## src/rtl/adc_stream_sequencer_if.sv

```systemverilog
// Avalon-ST source bundle carrying packed ADC beats to the downstream FIFO.
//   src_data  : LANES*SMP_W-bit beat, lane i in bits [SMP_W*i +: SMP_W]
//   src_valid : beat qualifier
//   src_ready : sink acceptance, ready latency 0
//   src_sop   : first beat of a packet
//   src_eop   : last beat of a packet
//   src_empty : unused bytes in the last beat, 0 on all other beats
// master = sequencer (drives the beat), slave = FIFO sink (drives ready).
interface adc_stream_sequencer_if #(
  parameter int SMP_W = 64,
  parameter int LANES = 8
);
  logic [SMP_W*LANES-1:0] src_data;
  logic                   src_valid;
  logic                   src_ready;
  logic                   src_sop;
  logic                   src_eop;
  logic [5:0]             src_empty;

  modport master (
    output src_data, src_valid, src_sop, src_eop, src_empty,
    input  src_ready
  );

  modport slave (
    input  src_data, src_valid, src_sop, src_eop, src_empty,
    output src_ready
  );
endinterface

```

## src/rtl/adc_stream_sequencer.sv

```systemverilog
// Packs a free-running ADC sample stream into LANES-wide Avalon-ST beats.
// A trig pulse (with cfg_enable and non-zero cfg_length) starts a packet of
// cfg_length samples; samples are packed lane by lane and handed to a
// one-beat output register. The ADC cannot be stalled: if a beat completes
// while the output register is still occupied, the beat waits in the pack
// register and every sample arriving meanwhile is dropped and flagged.
// Ports:
//   clk, reset       : clock, asynchronous active-high reset
//   cfg_enable       : permits a packet to start
//   cfg_length       : samples per packet (0 = triggers ignored)
//   cfg_clear        : clears overflow and pkt_count
//   trig             : single-cycle acquisition start
//   smp_data/valid   : ADC sample input, no backpressure
//   src              : Avalon-ST source (master modport)
//   busy             : high whenever a packet is in progress
//   overflow         : sticky sample-drop flag
//   pkt_count        : completed packets, wraps at 2^32
module adc_stream_sequencer #(
  parameter int SMP_W = 64,
  parameter int LANES = 8
) (
  input  logic                  clk,
  input  logic                  reset,
  input  logic                  cfg_enable,
  input  logic [15:0]           cfg_length,
  input  logic                  cfg_clear,
  input  logic                  trig,
  input  logic [SMP_W-1:0]      smp_data,
  input  logic                  smp_valid,
  adc_stream_sequencer_if.master src,
  output logic                  busy,
  output logic                  overflow,
  output logic [31:0]           pkt_count
);
  localparam int BEAT_W = SMP_W * LANES;
  localparam int IDX_W  = (LANES > 1) ? $clog2(LANES) : 1;

  typedef enum logic [1:0] {IDLE, FILL, HOLD, DRAIN} state_t;

  state_t state, state_next;

  logic [15:0]       len_q;
  logic [15:0]       cnt_q;
  logic [IDX_W-1:0]  idx_q;
  logic              first_q;

  // Pack register: the beat being assembled (or parked in HOLD).
  logic [BEAT_W-1:0] pack_data_p0;

  // Output register: the beat presented on the Avalon-ST source.
  logic [BEAT_W-1:0] beat_data_p1;
  logic              vld_p1;
  logic              sop_p1;
  logic              eop_p1;
  logic [5:0]        empty_p1;

  logic              start;
  logic              take;
  logic              lane_last;
  logic              pkt_last_fill;
  logic              beat_done;
  logic              out_accept;
  logic              out_free;
  logic              hold_last;
  logic [BEAT_W-1:0] merged;

  // Lanes below 'lane' keep the packed samples, 'lane' takes the new sample,
  // lanes above are forced to zero so a short final beat needs no clearing.
  function automatic logic [BEAT_W-1:0] merge_lane(
    input logic [BEAT_W-1:0] pack,
    input logic [IDX_W-1:0]  lane,
    input logic [SMP_W-1:0]  smp
  );
    logic [BEAT_W-1:0] r;
    r = '0;
    for (int i = 0; i < LANES; i++) begin
      if (i < int'(lane))
        r[i*SMP_W +: SMP_W] = pack[i*SMP_W +: SMP_W];
      else if (i == int'(lane))
        r[i*SMP_W +: SMP_W] = smp;
    end
    return r;
  endfunction

  // Unused bytes of a beat whose highest written lane is 'lane'.
  function automatic logic [5:0] empty_of(input logic [IDX_W-1:0] lane);
    return 6'((LANES - 1 - int'(lane)) * (SMP_W / 8));
  endfunction

  assign start         = trig & cfg_enable & (cfg_length != 16'd0);
  assign take          = (state == FILL) & smp_valid;
  assign lane_last     = (idx_q == IDX_W'(LANES - 1));
  assign pkt_last_fill = ((cnt_q + 16'd1) == len_q);
  assign beat_done     = take & (lane_last | pkt_last_fill);
  assign out_accept    = vld_p1 & src.src_ready;
  assign out_free      = ~vld_p1 | out_accept;
  // In HOLD the counter already includes the parked beat's last sample.
  assign hold_last     = (cnt_q == len_q);
  assign merged        = merge_lane(pack_data_p0, idx_q, smp_data);

  always_ff @(posedge clk or posedge reset) begin
    if (reset) state <= IDLE;
    else       state <= state_next;
  end

  always_comb begin
    state_next = state;
    case (state)
      IDLE:  if (start) state_next = FILL;
      FILL:  if (beat_done) begin
               if (!out_free)          state_next = HOLD;
               else if (pkt_last_fill) state_next = DRAIN;
             end
      HOLD:  if (out_free) state_next = hold_last ? DRAIN : FILL;
      DRAIN: if (out_accept) state_next = IDLE;
      default: state_next = IDLE;
    endcase
  end

  always_comb begin
    busy = (state != IDLE);
  end

  always_ff @(posedge clk or posedge reset) begin
    if (reset) begin
      len_q        <= '0;
      cnt_q        <= '0;
      idx_q        <= '0;
      first_q      <= 1'b0;
      pack_data_p0 <= '0;
      beat_data_p1 <= '0;
      vld_p1       <= 1'b0;
      sop_p1       <= 1'b0;
      eop_p1       <= 1'b0;
      empty_p1     <= '0;
      overflow     <= 1'b0;
      pkt_count    <= '0;
    end else begin
      if (out_accept) vld_p1 <= 1'b0;

      case (state)
        IDLE: begin
          if (start) begin
            len_q   <= cfg_length;
            cnt_q   <= '0;
            idx_q   <= '0;
            first_q <= 1'b1;
          end
        end
        FILL: begin
          if (take) begin
            cnt_q <= cnt_q + 16'd1;
            if (!beat_done) begin
              pack_data_p0 <= merged;
              idx_q        <= idx_q + IDX_W'(1);
            end else if (out_free) begin
              // Completing sample goes straight to the output register.
              beat_data_p1 <= merged;
              vld_p1       <= 1'b1;
              sop_p1       <= first_q;
              eop_p1       <= pkt_last_fill;
              empty_p1     <= pkt_last_fill ? empty_of(idx_q) : 6'd0;
              idx_q        <= '0;
              first_q      <= 1'b0;
            end else begin
              // Park the full beat; idx stays on its last lane for empty.
              pack_data_p0 <= merged;
            end
          end
        end
        HOLD: begin
          if (smp_valid) overflow <= 1'b1;
          if (out_free) begin
            beat_data_p1 <= pack_data_p0;
            vld_p1       <= 1'b1;
            sop_p1       <= first_q;
            eop_p1       <= hold_last;
            empty_p1     <= hold_last ? empty_of(idx_q) : 6'd0;
            idx_q        <= '0;
            first_q      <= 1'b0;
          end
        end
        DRAIN: begin
          if (out_accept) pkt_count <= pkt_count + 32'd1;
        end
        default: ;
      endcase

      // Clear wins over a coincident overflow set or packet increment.
      if (cfg_clear) begin
        overflow  <= 1'b0;
        pkt_count <= '0;
      end
    end
  end

  assign src.src_data  = beat_data_p1;
  assign src.src_valid = vld_p1;
  assign src.src_sop   = sop_p1;
  assign src.src_eop   = eop_p1;
  assign src.src_empty = empty_p1;
endmodule

```

## src/flat_wrapper.sv

```systemverilog
// flat-port wrapper written by rule: the top's interface ports become plain ports
module adc_stream_sequencer_flat 
#(
  parameter int SMP_W = 64,
  parameter int LANES = 8
)
  (clk, reset, cfg_enable, cfg_length, cfg_clear, trig, smp_data, smp_valid, busy, overflow, pkt_count, src_src_data, src_src_valid, src_src_sop, src_src_eop, src_src_empty, src_src_ready);
  adc_stream_sequencer_if #(.SMP_W(SMP_W), .LANES(LANES)) src_i ();
  input  logic clk;
  input  logic reset;
  input  logic cfg_enable;
  input  logic [15:0] cfg_length;
  input  logic cfg_clear;
  input  logic trig;
  input  logic [SMP_W-1:0] smp_data;
  input  logic smp_valid;
  output logic busy;
  output logic overflow;
  output logic [31:0] pkt_count;
  output wire logic [$bits(src_i.src_data)-1:0] src_src_data;
  output wire logic [$bits(src_i.src_valid)-1:0] src_src_valid;
  output wire logic [$bits(src_i.src_sop)-1:0] src_src_sop;
  output wire logic [$bits(src_i.src_eop)-1:0] src_src_eop;
  output wire logic [$bits(src_i.src_empty)-1:0] src_src_empty;
  input wire logic [$bits(src_i.src_ready)-1:0] src_src_ready;
  assign src_src_data = src_i.src_data;
  assign src_src_valid = src_i.src_valid;
  assign src_src_sop = src_i.src_sop;
  assign src_src_eop = src_i.src_eop;
  assign src_src_empty = src_i.src_empty;
  assign src_i.src_ready = src_src_ready;
  adc_stream_sequencer #(.SMP_W(SMP_W), .LANES(LANES)) u_core (.clk(clk), .reset(reset), .cfg_enable(cfg_enable), .cfg_length(cfg_length), .cfg_clear(cfg_clear), .trig(trig), .smp_data(smp_data), .smp_valid(smp_valid), .src(src_i), .busy(busy), .overflow(overflow), .pkt_count(pkt_count));
endmodule
```

## config.mk

```make
export PLATFORM = sky130hd
export DESIGN_NAME = adc_stream_sequencer_flat
export DESIGN_NICKNAME = d
export VERILOG_FILES = /design/src/rtl/adc_stream_sequencer_if.sv /design/src/rtl/adc_stream_sequencer.sv /design/src/flat_wrapper.sv
export SDC_FILE = /design/constraint.sdc
export NUM_CORES = 2
export LEC_CHECK = 0
export ABC_CLOCK_PERIOD_IN_PS = 38900
export CORE_ASPECT_RATIO = 1.5
export CORE_UTILIZATION = 40
export DETAILED_ROUTE_END_ITERATION = 10
export GPL_TIMING_DRIVEN = 0
export PLACE_DENSITY_LB_ADDON = 0.1
export SKIP_CTS_REPAIR_TIMING = 1
export SLEW_MARGIN = 15
export SYNTH_ARGS = -nofsm -noshare
export SYNTH_HDL_FRONTEND = slang
export SYNTH_SLANG_ARGS = --single-unit
```

## constraint.sdc

```tcl
create_clock -name clk -period 38.9 [get_ports clk]
set_clock_uncertainty 0.15 [all_clocks]
set_input_delay 7.78 -clock clk [delete_from_list [all_inputs] [get_ports clk]]
set_output_delay 7.78 -clock clk [all_outputs]
set_load 0.05 [all_outputs]
```

==> flow_metrics.tcl <==
set metrics [dict create \
    outcome "finished clean" \
    synth_area_leaders "dfrtp_1 59%, a21oi_1 8.5%, nor2_1 6.6%" \
    synth_top_cell_by_area "dfrtp_1" \
    avgViaCountPerCell 5.53 \
    grt_pass1_vias 39700 \
    numCtsBuffers 109 \
    htreeDepth 3 \
    rows 152 \
    syn_to_final_growth_pct 27.6 \
    syn-instance-count 4770 \
    die_x_um 280 \
    io_buffers 637 \
    holdWs_ns 0.330 \
    endpoint_kind "output port" \
    grt_first_pass_wirelength_mm 265 \
    arrival_ns 2.47 \
    power.leakage_uw 0.0255 \
    yosysWarningCount 0 \
    clock_path_buffers 3 \
    synth_edf_count 0 \
    die-area_mm2 0.118 \
    rsz0062_at_grt "false" \
    final_cell_mix "1,101 x dfrtp_1, 816 x nor2_1, 788 x a21oi_1, 637 x clkdlybuf4s50_1, 548 x nand2_1" \
    critPathKind "flip-flop to output port" \
    critPathRequiredTime_ns 30.97 \
    path_clk_slew_ns 0.06 \
    clkLatencyLatePin_ns 0.71 \
    p_clk_share_pct 18.0 \
    ys_seq_area_share_pct 59.2 \
    grt_overflow 0 \
    grt_max_degree 36 \
    finalNetCount 5658 \
    fmax_mhz 96.1 \
    clock-root-buffer "clkbuf_16" \
    finalCritPeriodShare_pct 26.7 \
    synth_flop_cell "dfrtp_1" \
    final_common_cell "dfrtp_1" \
    clock_sinks 1101 \
    ys_ff_latch 1101 \
    synth_area_mm2 0.0465 \
    avgSynthCellArea_um2 9.75 \
    synth_top_area_share_pct 59.2 \
    slew_viol_final 0 \
    internal-power_uw 3140 \
    initial_core_util_pct 40.5 \
    die_h_um 420 \
    setup_tns_ns 0 \
    relSlewSlack_pct 13.6 \
    synth.distinct_cells 58 \
    switching_power_uw 3060 \
    start_kind "flip-flop" \
    finalCriticalPeriod_ns 10.40 \
    num_vias 39700 \
    grt_use_total_pct 30.6 \
    core_area_mm2 0.115 \
    postRouteAntennaNets 0 \
    drc 0 \
    finalSetupViolations 0 \
    comb_power_share_pct 53.5 \
    gp_congestion 0.897 \
    finalHoldViolations 0 \
    layout-drive-gt1-share_pct 7.65 \
    ir_drop_uv 56.8 \
    min_path_type "flip-flop to flip-flop" \
    worst_slew_pin_slew_ns 1.30 \
    post_drt_wl_per_cell_um 25.3 \
    p_sw_share_pct 49.4 \
    drv_cap 0 \
    power_frac_seq_pct 28.5 \
    io_pins 642 \
    drt_iter0_markers 3131 \
    wirelength_mm 182 \
    cts_tree "yes" \
    async_reset_ff_share_pct 100 \
    p_per_area_mw_per_mm2 104 \
    firstDrtPassIters 6 \
    dpl.hpwl_mm 135 \
    antenna_found_initial 5 \
    n_fill_cell 10700 \
    path_max_fanout 6 \
]
cells in the mapped netlist, drive strengths merged (17+ instances only):
cell and count:
inv 21, a21oi 788, nand3 20, mux2 18
clkbuf 257, a22oi 258, nand4 22, nor2 822
o21ai 288, dfrtp 1101, nand2 548, xnor2 20
a22o 260, buf 192, xor2 34, nor3 17
critical path, cell delays in order (launching register included):
cell,delay [ns]
dfrtp_1,0.44
inv_1,0.10
ha_1,0.25
inv_1,0.14
clkdlybuf4s50_1,0.83
flip-flops by register name (all words and copies together) (netlist names):
register / cells
u_core.overflow: 1
u_core.src.src_eop: 1
u_core.idx_q: 3
u_core.pkt_count: 32
u_core.len_q: 16
u_core.src.src_valid: 1
u_core.src.src_data: 512
u_core.cnt_q: 16
u_core.src.src_sop: 1
u_core.src.src_empty: 3
u_core.state: 2
u_core.pack_data_p0: 512
u_core.first_q: 1
layer usage:
layer / vias to the layer above / routed length (um) / GRT usage, %
met2: 1435 / 87200 / 50.8
met4: 2 / 8030 / 13.3
met3: 289 / 13200 / 6.47
met5: - / 13 / 0
li1: 18100 / - / -
met1: 20000 / 73200 / 38.5
final cells by class:
class,count,area [um2],area share [%]
Clock buffer,172,3280,5.52
Tap cell,1540,1930,3.25
Timing Repair Buffer,676,7170,12.1
Multi-Input combinational cell,3201,16600,28.0
Antenna cell,1,2.50,0.00422
Sequential cell,1101,27600,46.4
Buffer,449,2310,3.89
Inverter,21,82.6,0.139
Clock inverter,28,424,0.714
power groups by stage:
stage | Sequential [uW] | Combinational [uW] | Clock (uW)
3_5_place_dp | 1780 | 3310 | 0
6_report | 1760 | 3320 | 1110
2_1_floorplan | 2650 | 1160 | 0
3_3_place_gp | 1790 | 3280 | 0
5_1_grt | 1800 | 3530 | 1170
4_1_cts | 1770 | 3330 | 1130
worst paths after layout:
| kind | from | endpoint | slack [ns] | cells past startpoint |
|---|---|---|---|---|
| setup / recovery | u_core.state[1] | busy | 28.50 | 4 |
| hold / removal | u_core.pack_data_p0[155] | u_core.pack_data_p0[155] | 0.33 | 2 |
| setup reg to reg | u_core.cnt_q[0] | u_core.pack_data_p0[178] | 34.35 | 10 |
| hold reg to reg | u_core.pack_data_p0[155] | u_core.pack_data_p0[155] | 0.33 | 2 |
| max in group asynchronous | reset | u_core.src.src_data[225] | 28.60 | 12 |
| min in group asynchronous | reset | u_core.pack_data_p0[189] | 7.27 | 2 |
stage by stage:
stage | cell area, um2 | total power (uW) | worst slack (ns) | util [%] | std cells
after detailed placement | 55700 | 5100 | 27.79 | 48.5 | 6988
after CTS | 59400 | 6220 | 28.47 | 51.7 | 7188
final | 59400 | 6200 | 28.50 | 51.7 | 7189
after global placement | 54800 | 5070 | 8.31 | 47.7 | 6949
after floorplan | 46500 | 3820 | 15.78 | - | 4772
after global routing | 59400 | 6500 | 28.27 | 51.7 | 7188
kinds of logic (layout without fill, tap and decap cells):
logic type / after synthesis / after routing / share of synthesized area, %
other cells: 1 / 4 / 0.00806
xor+xnor: 54 / 54 / 1.03
compound gates: 1625 / 1625 / 21.2
fa+ha+maj: 12 / 12 / 0.323
flops: 1101 / 1101 / 59.2
buf+inv: 470 / 1346 / 5.13
simple gates: 1489 / 1489 / 12.6
mux: 18 / 18 / 0.436
Power figures use the tool's default switching activity.
